`config.mk`:
```
export PLATFORM = sky130hd
export DESIGN_NAME = loteria_arbitro
export DESIGN_NICKNAME = d
export VERILOG_FILES = /design/src/rtl/loteria_arbitro.sv
export SDC_FILE = /design/constraint.sdc
export NUM_CORES = 1
export LEC_CHECK = 0
export ABC_AREA = 1
export CORE_UTILIZATION = 55
export CTS_BUF_LIST = sky130_fd_sc_hd__clkbuf_16
export CTS_CLUSTER_DIAMETER = 150
export DETAILED_ROUTE_END_ITERATION = 12
export HOLD_SLACK_MARGIN = 0.08
export PLACE_DENSITY_LB_ADDON = 0.1
export RECOVER_POWER = 25
export SLEW_MARGIN = 0
export SYNTH_ARGS = -nofsm -noshare
export SYNTH_HDL_FRONTEND = slang
export SYNTH_SLANG_ARGS = --single-unit
```
`constraint.sdc`:
```
create_clock -name clock -period 5.2 [get_ports clock]
set_input_delay 1.04 -clock clock [delete_from_list [all_inputs] [get_ports clock]]
set_output_delay 1.04 -clock clock [all_outputs]
set_load 0.03 [all_outputs]
```
`src/rtl/loteria_arbitro.sv`:
```
// Round-robin shared lottery bet checker: grants one terminal, collects 5 serial BCD digits,
// scores them against DRAW. Optional idle-digit watchdog enabled by defining LOTERIA_TIMEOUT_EN.
module loteria_arbitro #(
  parameter int unsigned          N_TERM      = 2,
  parameter int unsigned          DIGIT_W     = 4,
  parameter int unsigned          CNT_W       = 5,
  parameter logic [5*DIGIT_W-1:0] DRAW        = 20'h53820,
  parameter int unsigned          TIMEOUT_CYC = 16
) (
  input  logic                      clock,
  input  logic                      reset,
  input  logic [N_TERM-1:0]         req,
  input  logic [N_TERM*DIGIT_W-1:0] dig_in,
  input  logic [N_TERM-1:0]         dig_vld,
  input  logic                      clr_cnt,
  output logic [N_TERM-1:0]         grant,
  output logic                      busy,
  output logic                      done,
  output logic [1:0]                premio,
  output logic [2:0]                acertos,
  output logic [CNT_W-1:0]          p1,
  output logic [CNT_W-1:0]          p2,
  output logic                      aborted
);

  localparam int unsigned N_DIG = 5;
  localparam int unsigned IDX_W = $clog2(N_TERM);
  localparam int unsigned POS_W = 3;

  if (N_TERM < 2 || N_TERM > 8 || TIMEOUT_CYC == 0) begin : g_param_check
    $error("loteria_arbitro: unsupported parameter value");
  end

  typedef enum logic [1:0] {IDLE, COLLECT, EVAL} state_t;

  state_t             state_q, state_d;
  logic [N_TERM-1:0]  grant_q, grant_d;
  logic [IDX_W-1:0]   gidx_q, gidx_d;
  logic [IDX_W-1:0]   ptr_q, ptr_d;
  logic [POS_W-1:0]   pos_q, pos_d;
  logic [N_DIG-1:0]   match_q, match_d;
  logic               busy_q, busy_d;
  logic               done_q, done_d;
  logic [1:0]         premio_q, premio_d;
  logic [2:0]         acertos_q, acertos_d;
  logic [CNT_W-1:0]   p1_q, p1_d;
  logic [CNT_W-1:0]   p2_q, p2_d;

  logic [DIGIT_W-1:0] dig_g;
  logic [IDX_W-1:0]   gnext;
  logic [IDX_W-1:0]   pick;
  logic               req_any;
  logic [2:0]         run;
  logic [2:0]         pop;

`ifdef LOTERIA_TIMEOUT_EN
  localparam int unsigned WD_W = $clog2(TIMEOUT_CYC + 1);
  logic [WD_W-1:0]    wd_q, wd_d;
  logic               aborted_q, aborted_d;
`endif

  assign dig_g = dig_in[32'(gidx_q)*DIGIT_W +: DIGIT_W];
  assign gnext = (gidx_q == IDX_W'(N_TERM-1)) ? '0 : gidx_q + IDX_W'(1);

  // First requester at or above ptr, wrapping modulo N_TERM.
  always_comb begin : p_arb
    logic [IDX_W-1:0] j;
    j       = '0;
    pick    = ptr_q;
    req_any = 1'b0;
    for (int unsigned i = 0; i < N_TERM; i++) begin
      j = IDX_W'((32'(ptr_q) + i) % N_TERM);
      if (!req_any && req[j]) begin
        pick    = j;
        req_any = 1'b1;
      end
    end
  end

  // Longest run of consecutive matches and total match count.
  always_comb begin : p_score
    logic [2:0] cur;
    cur = '0;
    run = '0;
    pop = '0;
    for (int unsigned k = 0; k < N_DIG; k++) begin
      if (match_q[k]) begin
        cur = cur + 3'd1;
        pop = pop + 3'd1;
      end else begin
        cur = '0;
      end
      if (cur > run) run = cur;
    end
  end

  always_comb begin : p_next
    state_d   = state_q;
    grant_d   = grant_q;
    gidx_d    = gidx_q;
    ptr_d     = ptr_q;
    pos_d     = pos_q;
    match_d   = match_q;
    busy_d    = busy_q;
    done_d    = 1'b0;
    premio_d  = premio_q;
    acertos_d = acertos_q;
    p1_d      = p1_q;
    p2_d      = p2_q;
`ifdef LOTERIA_TIMEOUT_EN
    wd_d      = wd_q;
    aborted_d = 1'b0;
`endif
    unique case (state_q)
      IDLE: begin
        if (req_any) begin
          state_d = COLLECT;
          gidx_d  = pick;
          grant_d = N_TERM'(1) << pick;
          busy_d  = 1'b1;
          pos_d   = '0;
          match_d = '0;
`ifdef LOTERIA_TIMEOUT_EN
          wd_d    = '0;
`endif
        end
      end
      COLLECT: begin
        if (!req[gidx_q]) begin
          state_d = IDLE;
          grant_d = '0;
          busy_d  = 1'b0;
          ptr_d   = gnext;
        end else if (dig_vld[gidx_q]) begin
          for (int unsigned k = 0; k < N_DIG; k++) begin
            if (pos_q == POS_W'(k))
              match_d[k] = (dig_g <= DIGIT_W'(9)) &&
                           (dig_g == DRAW[(N_DIG-1-k)*DIGIT_W +: DIGIT_W]);
          end
`ifdef LOTERIA_TIMEOUT_EN
          wd_d = '0;
`endif
          if (pos_q == POS_W'(N_DIG-1)) begin
            state_d = EVAL;
            grant_d = '0;
          end else begin
            pos_d = pos_q + POS_W'(1);
          end
        end
`ifdef LOTERIA_TIMEOUT_EN
        else if (wd_q == WD_W'(TIMEOUT_CYC-1)) begin
          state_d   = IDLE;
          grant_d   = '0;
          busy_d    = 1'b0;
          ptr_d     = gnext;
          aborted_d = 1'b1;
        end else begin
          wd_d = wd_q + WD_W'(1);
        end
`endif
      end
      EVAL: begin
        state_d   = IDLE;
        busy_d    = 1'b0;
        done_d    = 1'b1;
        ptr_d     = gnext;
        acertos_d = pop;
        if (run >= 3'd4) begin
          premio_d = 2'b01;
          if (p1_q != '1) p1_d = p1_q + CNT_W'(1);
        end else if (run >= 3'd2) begin
          premio_d = 2'b10;
          if (p2_q != '1) p2_d = p2_q + CNT_W'(1);
        end else begin
          premio_d = 2'b00;
        end
      end
      default: state_d = IDLE;
    endcase
    // Clear overrides a same-cycle increment.
    if (clr_cnt) begin
      p1_d = '0;
      p2_d = '0;
    end
  end

  always_ff @(posedge clock or posedge reset) begin
    if (reset) begin
      state_q   <= IDLE;
      grant_q   <= '0;
      gidx_q    <= '0;
      ptr_q     <= '0;
      pos_q     <= '0;
      match_q   <= '0;
      busy_q    <= 1'b0;
      done_q    <= 1'b0;
      premio_q  <= '0;
      acertos_q <= '0;
      p1_q      <= '0;
      p2_q      <= '0;
`ifdef LOTERIA_TIMEOUT_EN
      wd_q      <= '0;
      aborted_q <= 1'b0;
`endif
    end else begin
      state_q   <= state_d;
      grant_q   <= grant_d;
      gidx_q    <= gidx_d;
      ptr_q     <= ptr_d;
      pos_q     <= pos_d;
      match_q   <= match_d;
      busy_q    <= busy_d;
      done_q    <= done_d;
      premio_q  <= premio_d;
      acertos_q <= acertos_d;
      p1_q      <= p1_d;
      p2_q      <= p2_d;
`ifdef LOTERIA_TIMEOUT_EN
      wd_q      <= wd_d;
      aborted_q <= aborted_d;
`endif
    end
  end

  assign grant   = grant_q;
  assign busy    = busy_q;
  assign done    = done_q;
  assign premio  = premio_q;
  assign acertos = acertos_q;
  assign p1      = p1_q;
  assign p2      = p2_q;
`ifdef LOTERIA_TIMEOUT_EN
  assign aborted = aborted_q;
`else
  assign aborted = 1'b0;
`endif

endmodule

```
# ---- Word-level counts from Yosys, hierarchy flattened
# Index checks and enable logic that the tools add are counted.
dict set report word_totals {
  reg_bits 31
  input_bits 15
  out_inout_bits 20
}
dict set report classes {
  addsub 12
  n_lt_le_gt_ge 11
  n_eq_ne 25
  shift 2
  mux 67
  reduce_logical 31
}
# op n
set op_table {}
lappend op_table {{5-bit 2-to-1 mux} 12}
lappend op_table {{3-bit 2-to-1 mux} 17}
lappend op_table {{5-bit AND reduction} 6}
lappend op_table {{3-bit by 1-bit adder with 3-bit output (second input constant)} 8}
lappend op_table {{1-bit 2-to-1 mux} 22}
lappend op_table {{2-bit inequality test (second input constant)} 11}
lappend op_table {{2-bit 2-to-1 mux} 10}
lappend op_table {{2-bit nonzero test} 7}
lappend op_table {{3-bit > comparator} 4}
lappend op_table {{5-bit by 1-bit adder with 5-bit output (second input constant)} 2}
lappend op_table {{5-bit inequality test (second input constant)} 2}
lappend op_table {{5-bit one-hot mux with 2 select lines} 1}
lappend op_table {{3-bit AND reduction} 3}
lappend op_table {{4-bit by 2-bit == test with 1-bit output (second input constant)} 2}
lappend op_table {{2-bit one-hot mux with 2 select lines} 2}
lappend op_table {{4-bit AND reduction} 2}
lappend op_table {{8-bit by 4-bit indexed part select with 4-bit output} 1}
lappend op_table {{3-bit by 2-bit == test with 1-bit output (second input constant)} 2}
lappend op_table {{1-bit logical AND} 6}
lappend op_table {{1-bit by 2-bit less-than comparator with 1-bit output (second input constant)} 3}
lappend op_table {{3-bit inequality test (second input constant)} 2}
lappend op_table {{3-bit one-hot mux with 2 select lines} 1}
lappend op_table {{4-bit by 3-bit == test with 1-bit output (second input constant)} 1}
lappend op_table {{4-bit == test (second input constant)} 1}
lappend op_table {{other kinds (18)} 20}

# ---- Depth between registers and ports, before layout
# Gate-level depths: netlist (run 1).
dict set report depth {
  ltp_word 16
  depth_mapped 30
}

# ---- Least setup slack after synthesis (run 1)
# Ideal clock, no wire load.
dict set report synth_timing {
  kind {reg2reg}
  from {register match_q[1]}
  to {register p2_q[2] (netlist: p2[2])}
  setup_ns 0.118
  t_arrival_ns 3.538
  slack_ns 1.544
  stages_incl_launch_ff 27
  path_buffers 0
  synth_period_minus_slack_ns 3.656
  cell_sequence {dfrtp_1 -> ha_1 -> ha_1 -> nand2_1 -> inv_1 -> ha_1 -> nand3_1 -> nand2_1 -> nand3_1 -> nand2_1 -> ha_1 -> nand3b_1 -> nand2_1 -> nand2_1 -> nand3_2 -> and2_1 -> ha_1 -> nand2_1 -> nor2_1 -> nor2_1 -> inv_1 -> nand3_2 -> nand3_2 -> nor2_2 -> nand3_4 -> nand3_1 -> nand2_1}
}
dict set report synth_via {
  elab_chain_cells 12
}
# item line
set synth_lines {}
lappend synth_lines {{from (decl)} 41} ;# logic [N_DIG-1:0] match_q, match_d;
lappend synth_lines {{from (signal assigned)} 211} ;# match_q <= match_d;
lappend synth_lines {{3-bit 2-to-1 mux (*)} 87} ;# if (match_q[k]) begin
lappend synth_lines {{3-bit by 1-bit adder with 3-bit output / 3-bit > comparator (equally long branches)} {88, 93}}
lappend synth_lines {{3-bit 2-to-1 mux (on tied branches)} {87, 93}}
lappend synth_lines {{3-bit by 1-bit adder with 3-bit output / 3-bit > comparator (equally long branches)} {88, 93}}
lappend synth_lines {{3-bit 2-to-1 mux (on tied branches)} {87, 93}}
lappend synth_lines {{3-bit by 1-bit adder with 3-bit output / 3-bit > comparator (equally long branches)} {88, 93}}
lappend synth_lines {{3-bit 2-to-1 mux (on tied branches)} {87, 93}}
lappend synth_lines {{3-bit > comparator} 93} ;# if (cur > run) run = cur;
lappend synth_lines {{3-bit 2-to-1 mux (*)} 93}
lappend synth_lines {{3-bit >= comparator / 3-bit by 2-bit >= comparator with 1-bit output (equally long branches)} {168, 171}}
lappend synth_lines {{2-bit inequality test (no line) / 2-bit nonzero test (equally long branches)} -}
lappend synth_lines {{4-bit AND reduction (no line) (*)} -}
lappend synth_lines {{to (signal assigned)} 217} ;# p2_q <= p2_d;
lappend synth_lines {{to (decl)} 47} ;# logic [CNT_W-1:0] p2_q, p2_d;
# Every way passes the cells marked *; elsewhere a longest branch is shown, timed or not.
# A chain may end at the register's enable or synchronous reset.

# ---- Final worst setup path (run 1)
dict set report layout_timing {
  from {register match_q[1]}
  to {register p2_q[3] (netlist: p2[3])}
}
# The elaborated chain is that of the path after synthesis.

==> metrics.md, run 1 <==
| Metric | Value |
|---|---|
| Synthesized area per cell | 7.87 um^2 |
| Number of I/O port buffers | 33 |
| # nets final | about 380 |
| Hold Slack | 0.482 ns |
| Die area | 0.00462 mm^2 |
| Net switching power | 854 uW |
| Synth area leader | dfrtp_1 |
| Failing checks | max-capacitance violations, max-slew violations |
| Worst flop-to-flop path startpoint | match_q[1] |
| Distinct cells, synth | 42 |
| Iteration-0 DRC Markers | 115 |
| Wire length per cell | approximately 13 um |
| Status | finished, violations left |
| Router iterations before antenna repair | 4 |
| Hold_buf cts | 0 |
| GRT met2 Usage | approximately two fifths |
| Syn Inst Count | just over 300 |
| Clock sinks | 31 |
| Clock-pin slew on the worst setup and hold paths | 0.05 ns |
| Area occupied by multi-input gates | 0.00143 mm^2 |
| Clock power share | 15.7% |
| Met1 usage in global routing | 29.4% |
| Gr busiest metal | met2 |
| Worst setup SP type | flip-flop |
| Setup Crit Path Kind | reg2reg |
| Reg2reg end | p2[3] |
| Setup Buffers After CTS | 0 |
| Setup-failing EPs final | 0 |
| R2R depth | 26 |
| First-pass GRT wire length | just over 8000 um |
| Post_cts resized | 0 |
| Grt ovf | 0 |
| Logic pwr share | 61.6% |
| Die H | 68.0 um |
| Met3 Use GR | under 10% |
| Fin crit period | 4.08 ns |
| Max VDD drop | around 0.32 mV |
| Final GP Congestion | 0.817 |
| Slowest CP cell | dfrtp_1 |
| Sequential share of power | 22.7% |
| Crit-path most repeated cell | nand2_1 |
| Pins Over Slew Limit | 32 |
| Top cells by area, synth | dfrtp_1, ha_1, nand2_1 |
| Rel. slew slack | -14.8% |
| Antenna cells | 0 |
| Hold Crit Class | reg2reg |
| Number of vias per cell | 5.32 |
| Reg2reg setup slack | between 1 and 1.5 ns |
| Total nets after synthesis | 347 |
| Initial antenna violation count | 0 |
| Die Wd | just under 70 um |
| Worst skew pair latency | about 0.28 ns |
| Via count | 2,076 |
| Lkg Pwr | 0.00140 uW |
| Fillers | 335 |
| Hold Path End | acertos[2] |
| CTS tree | yes |
| CP Max Fanout | 7 |
| Peak Freq | 0.245 GHz |
| Area delta synth->final | 20.4% |
| PD cells | 600 mW/mm^2 |
| Share of cells above drive strength 1 | roughly a tenth |
| Fin. Hold Viols | 0 |
| Row count | 23 |
| Cts bufs inserted | 5 |
| Clock skew | 0.00376 ns |
| Hold depth | 2 |
| RSZ-0062 raised after global routing | no |
| Period Utilization, post-route | 78.5% |
| Ys Warns | 0 |
| Total internal power | ~880 uW |
| Slowest cell delay on critical path | between 0.4 and 0.5 ns |
| Routed Antenna Nets | 0 |
| Max-cap viol count | 1 |
| Sw Ratio | 49.4% |
| CTS root buf | clkbuf_16 |
| Reg area | a little under 800 um^2 |
| Min-delay src | acertos[2] |
| Vias in the first global route | 1,879 |
| Least-Margin Pin Slew | 1.72 ns |
| Critical Path AT | about 4.2 ns |
| Initial Utilization | 58.5% |
| Drc violations | 0 |
| Required time of the critical path | 5.36 ns |
| Synth top area share | 32.4% |
| Final HPWL from detailed placement | about 3600 um |
| Total wire length | 4990 um |
| I/O Pins | 35 |
| Clock buffer depth | 2 |
| Core footprint | approximately 0.004 mm^2 |
| H-Tree Level Count | 2 |
| Largest net degree at the start of global routing | 32 |
| Setup TNS | 0 ns |
| Yosys reg bits | 31 |
| GRT Overall Usage | 24.1% |
| Seq/Total Area, Yosys | between 30% and 40% |
| Mapped Area | approximately 0.0024 mm^2 |
| Endpoint type of the worst setup path | flip-flop |
==> cell usage after synthesis (all sizes together) <==
| library cell | count |
|---|---|
| xor2 | 3 |
| clkbuf | 1 |
| mux2 | 1 |
| ha | 28 |
| xnor2 | 3 |
| nand3 | 36 |
| clkinv | 1 |
| nand4 | 2 |
| nand2 | 70 |
| o22ai | 1 |
| conb | 1 |
| and3 | 1 |
| nor3 | 3 |
| inv | 37 |
| o32ai | 1 |
| dfrtp | 31 |
| nand3b | 2 |
| a22o | 1 |
| nor2 | 28 |
| buf | 4 |
| o41ai | 1 |
| and2 | 1 |
| mux2i | 2 |
| o21ai | 22 |
| a21oi | 17 |
| o21a | 1 |
| nor4 | 1 |
| or2 | 1 |
| a31oi | 3 |
==> stage by stage <==
stage / instance area, um^2 / total power (uW) / util [%] / instances / setup slack (ns)
final: 2880 / 1730 / 70.5 / 390 / 1.12
after global routing: 2880 / 1890 / 70.5 / 390 / 0.709
after CTS: 2890 / 1740 / 70.6 / 390 / 1.13
after detailed placement: 2750 / 1440 / 67.3 / 383 / 1.17
after global placement: 2750 / 1420 / 67.3 / 383 / 1.29
after floorplan: 2390 / 1220 / - / 304 / 1.54
==> logic make-up (layout without fill, tap and decap cells) <==
kind of cell / Yosys count / in the layout / share of synthesized area, %
adders and majority gates: 28 / 28 / 14.6
AOI/OAI and AO/OA: 47 / 47 / 12.0
buffers and inverters: 43 / 79 / 7.84
xor gates and xnor gates: 6 / 6 / 2.20
other: 1 / 1 / 0.157
DFF: 31 / 31 / 32.4
and+or+nand+nor: 145 / 145 / 29.4
muxes: 3 / 3 / 1.31
==> sequential cells by signal, summed over array words and instances (netlist names) <==
| signal | flops |
|---|---|
| match_q | 5 |
| gidx_q | 1 |
| p1 | 5 |
| state_q | 2 |
| done | 1 |
| acertos | 3 |
| busy | 1 |
| grant | 2 |
| ptr_q | 1 |
| pos_q | 3 |
| p2 | 5 |
| premio | 2 |
==> critical path: cells and delay by family, from the launching register on <==
family | cells | cell delay, ns
AND/OR/NAND/NOR | 19 | 1.93
flip-flops | 1 | 0.45
buffers and inverters | 2 | 0.14
adder cells (fa/ha/maj) | 5 | 1.47
==> power by group through the flow <==
stage	Clock (uW)	Combinational, uW	Sequential [uW]
final	271	1070	393
after global routing	288	1200	404
after CTS	277	1070	393
after detailed placement	0	1050	396
after global placement	0	1030	394
after floorplan	0	768	449
==> how the worst max path moves through the flow <==
stage	start	to	slack [ns]	depth (start not counted)
after global placement	match_q[1]	p1[0]	1.29	26
final	match_q[1]	p2[3]	1.12	26
after floorplan	match_q[1]	p2[2]	1.54	26
after detailed placement	match_q[1]	p2[4]	1.17	27
after global routing	match_q[0]	p2[4]	0.71	29
after CTS	match_q[1]	p2[3]	1.13	26
==> final cells by class <==
class	count	share of cell area (%)
Tap cell	50	2.17
Sequential cell	31	26.9
Inverter	38	5.08
Multi-Input combinational cell	230	49.6
Timing Repair Buffer	34	11.6
Clock inverter	2	0.304
Clock buffer	5	4.34
==> layout by cell type, fill, tap and decap left out, types with 3 or more instances in the layout <==
| master | synthesis | layout |
|---|---|---|
| a21oi_2 | 3 | 3 |
| nand3_1 | 27 | 27 |
| nand2_1 | 65 | 65 |
| xor2_1 | 3 | 3 |
| ha_1 | 28 | 28 |
| nand2_2 | 4 | 4 |
| a21oi_1 | 14 | 14 |
| xnor2_1 | 3 | 3 |
| nor2_1 | 26 | 26 |
| inv_1 | 34 | 34 |
| o21ai_0 | 19 | 19 |
| clkdlybuf4s50_1 | 0 | 32 |
| clkbuf_16 | 0 | 5 |
| nand3_2 | 7 | 7 |
| dfrtp_1 | 31 | 31 |
==> layer usage <==
layer / part of all wire [%] / vias to the layer above / routed length, um
li1: - / 1080 / -
met1: 46 / 941 / 2310
met2: 48 / 47 / 2400
met3: 3.5 / 8 / 173
met4: 2.1 / 0 / 107
met5: 0 / - / 0
Note: power is estimated with default switching activity, not from simulation.
==> inputs of run 2 (changes only) <==
==> constraint.sdc (replaced) <==
create_clock -name clock -period 4.3 [get_ports clock]
set_input_delay 0.86 -clock clock [delete_from_list [all_inputs] [get_ports clock]]
set_output_delay 0.86 -clock clock [all_outputs]
set_load 0.03 [all_outputs]
==> run 2 against run 1 <==
  * The run now ends clean
  * Clock-buffer cell count unchanged
  * Cell count rose by 0.77%
  * Global-route usage fell by 0.54 points
  * Core utilization rose by 0.98 points
  * Critical path depth up 1
  * Non-clock buffer count increased by 2
  * Register-to-register slack lost 0.80 ns
  * Via count increased by 2.1%
  * Highest routed layer unchanged
  * Final area increased by 1.4%
==> metrics.md, run 2 (synthesis results as in run 1) <==
| Metric | Value |
|---|---|
| Grt ovf | 0 (unchanged) |
| Setup Crit Path Kind | reg2reg |
| CP Max Fanout | 6 (-1) |
| Commonest non-fill, non-tap cell in the layout | nand2_1 |
| Final GP Congestion | 0.814 (-0.37%) |
| Peak Freq | 0.251 GHz (+2.4%) |
| Antenna cells | 0 (unchanged) |
| Setup-failing EPs final | 0 (unchanged) |
| Drc violations | 0 (unchanged) |
| Period Utilization, post-route | 92.7% (+14 points) |
| Share of cells above drive strength 1 | 12.0% (+2.2 points) |
| Worst skew pair latency | 0.27 ns (about the same) |
| Wire length per cell | 12.3 um (-4.0%) |
| Fin. Hold Viols | 0 (unchanged) |
| Largest net degree at the start of global routing | 26 (-19%) |
| Final HPWL from detailed placement | 3710 um (+2.3%) |
| Max VDD drop | 0.378 mV (+20%) |
| Row count | 23 (unchanged) |
| Hold_buf cts | 0 (unchanged) |
| Hold Crit Class | reg2reg |
| Die H | 68.0 um (unchanged) |
| Total wire length | 4820 um (-3.3%) |
| Levels on crit path | 27 (+3.8%) |
| Clock-pin slew on the worst setup and hold paths | 0.05 ns (about the same) |
| Hold Slack | 0.490 ns (+0.00835 ns) |
| Rel. slew slack | 36.9% (+52 points) |
| R2R depth | 27 (+3.8%) |
| Lkg Pwr | 0.00140 uW (+0.27%) |
| Core footprint | 0.00409 mm^2 (unchanged) |
| Crit-path most repeated cell | nand2_1 |
| # nets final | 385 (+0.52%) |
| I/O Pins | 35 (unchanged) |
| H-Tree Level Count | 2 (unchanged) |
| CTS root buf | clkbuf_16 |
| Initial Utilization | 58.5% (unchanged) |
| Clock skew | 0.00460 ns (+0.000841 ns) |
| PD cells | 731 mW/mm^2 (+22%) |
| Number of vias per cell | 5.39 (+1.3%) |
| First-pass GRT wire length | 8290 um (+0.92%) |
| Least-Margin Pin Slew | 0.946 ns (-0.776 ns) |
| Vias in the first global route | 1,978 (+5.3%) |
| Max-cap viol count | 0 (-1) |
| Pins Over Slew Limit | 0 (-100%) |
| Worst setup SP type | flip-flop |
| CTS tree | yes |
| RSZ-0062 raised after global routing | yes |
| Die Wd | 68.0 um (unchanged) |
| Clock sinks | 31 (unchanged) |
| Slowest cell delay on critical path | 0.40 ns (-0.05 ns) |
| Critical Path AT | 4.14 ns (-0.10 ns) |
| Initial antenna violation count | 0 (unchanged) |
| Area delta synth->final | 22.1% |
| Endpoint type of the worst setup path | flip-flop |
| Delay-heaviest family, CP | simple AND/OR/NAND/NOR gates |
| Routed Antenna Nets | 0 (unchanged) |
| Router iterations before antenna repair | 4 (unchanged) |
| Setup TNS | 0 ns (unchanged) |
| Die area | 0.00462 mm^2 (unchanged) |
| Hold depth | 1 (-1) |
| Via count | 2,120 (+2.1%) |
| Iteration-0 DRC Markers | 112 (-2.6%) |
| Slowest CP cell | dfrtp_2 |
| Status | complete, no violations |
| Cts bufs inserted | 5 (unchanged) |
| Worst Path Buf+Inv | 4 (+2) |
| Required time of the critical path | 4.46 ns (-0.90 ns) |
| Fin crit period | 3.98 ns (-0.0965 ns) |
| Clock buffer depth | 2 (unchanged) |
| Number of I/O port buffers | 33 (unchanged) |
| Commonest cells after routing, fill and taps aside | nand2_1, inv_1, clkdlybuf4s50_1, dfrtp_1 |
| GRT Overall Usage | 23.6% (-0.54 points) |
## run 2: cell count changes in the layout (fill, tap and decap cells not counted), moves of 2 or more
cell	previous run	this run
buf_4	0	3
nor2_1	26	24
dfrtp_2	0	2
dfrtp_1	31	29
## run 2: timing repair
action                                  CTS  global route
resized for setup                         0             8
endpoints found under the setup margin    0             9
endpoints found under the hold margin     0             0
buffers inserted                          0             2
## run 2: worst register-to-register path: stages, from the launching register on
cell      delay [ns]
dfrtp_2         0.40
inv_1           0.10
ha_1            0.22
ha_1            0.27
nand2_1         0.09
inv_1           0.06
ha_1            0.31
nand3_1         0.09
nand2_1         0.06
nand3_1         0.10
nand2_1         0.07
ha_1            0.29
nand3b_1        0.11
nand2_1         0.09
nand2_1         0.13
nand3_2         0.11
and2_1          0.15
ha_1            0.28
nand2_1         0.05
nor2_1          0.08
nor2_1          0.05
inv_1           0.09
nand3_2         0.10
nand2_1         0.12
nand2_2         0.11
buf_4           0.15
o21ai_0         0.13
a21oi_1         0.06
## run 2: power by group
part	leakage (uW)	switching, uW	internal [uW]	total [uW]
registers	0.000405	94.9	381	476
logic	0.000932	844	483	1330
clock network	0.0000649	122	210	332
total	0.00140	1060	1070	2140
## run 2: path summary, 6_finish.rpt
| check | startpoint | to | slack, ns |
|---|---|---|---|
| worst max-delay path | match_q[0] | p1[2] | 0.32 |
| worst min-delay path | grant[0] | grant[0] | 0.49 |
| worst max register to register | match_q[0] | p1[2] | 0.32 |
| worst min register to register | grant[0] | grant[0] | 0.49 |
| max in group asynchronous | reset | p2[2] | 2.40 |
| min in group asynchronous | reset | p2[0] | 1.24 |
## run 2: final cells by class
type                    instances  area, um^2
inverters                      38         146
fillers                       348        1160
clock inverters                 3        15.0
repair buffers                 36         353
well taps                      50        62.6
multi-input cells             230        1440
flip-flops and latches         31         778
clock buffers                   5         125
## run 2: layer usage
metal	GRT usage (%)	share of wire [%]	wire length, um	vias to the layer above
li1	-	-	-	1082
met1	28.9	46	2200	998
met2	41.9	51	2450	36
met3	5.00	2.8	136	4
met4	5.47	0.70	34	0
met5	0	0	0	-
## run 2: through the flow
step	worst slack (ns)	area, um^2	power, uW	std cells	utilization, %
floorplan	0.644	2390	1470	304	-
global placement	0.388	2750	1720	383	67.3
detailed placement	0.285	2750	1750	383	67.3
CTS	0.270	2890	2100	391	70.8
global route	0.00564	2920	2340	393	71.5
finish	0.316	2920	2140	393	71.5
==> inputs of run 3 (changes only) <==
--- a/config.mk
+++ b/config.mk
@@ -13,7 +13,7 @@
 export HOLD_SLACK_MARGIN = 0.08
 export PLACE_DENSITY_LB_ADDON = 0.1
 export RECOVER_POWER = 25
-export SLEW_MARGIN = 0
+export SLEW_MARGIN = 10
 export SYNTH_ARGS = -nofsm -noshare
 export SYNTH_HDL_FRONTEND = slang
 export SYNTH_SLANG_ARGS = --single-unit
==> results of run 3 <==
No change in the layout: final DEF, timing and power equal those of run 2.
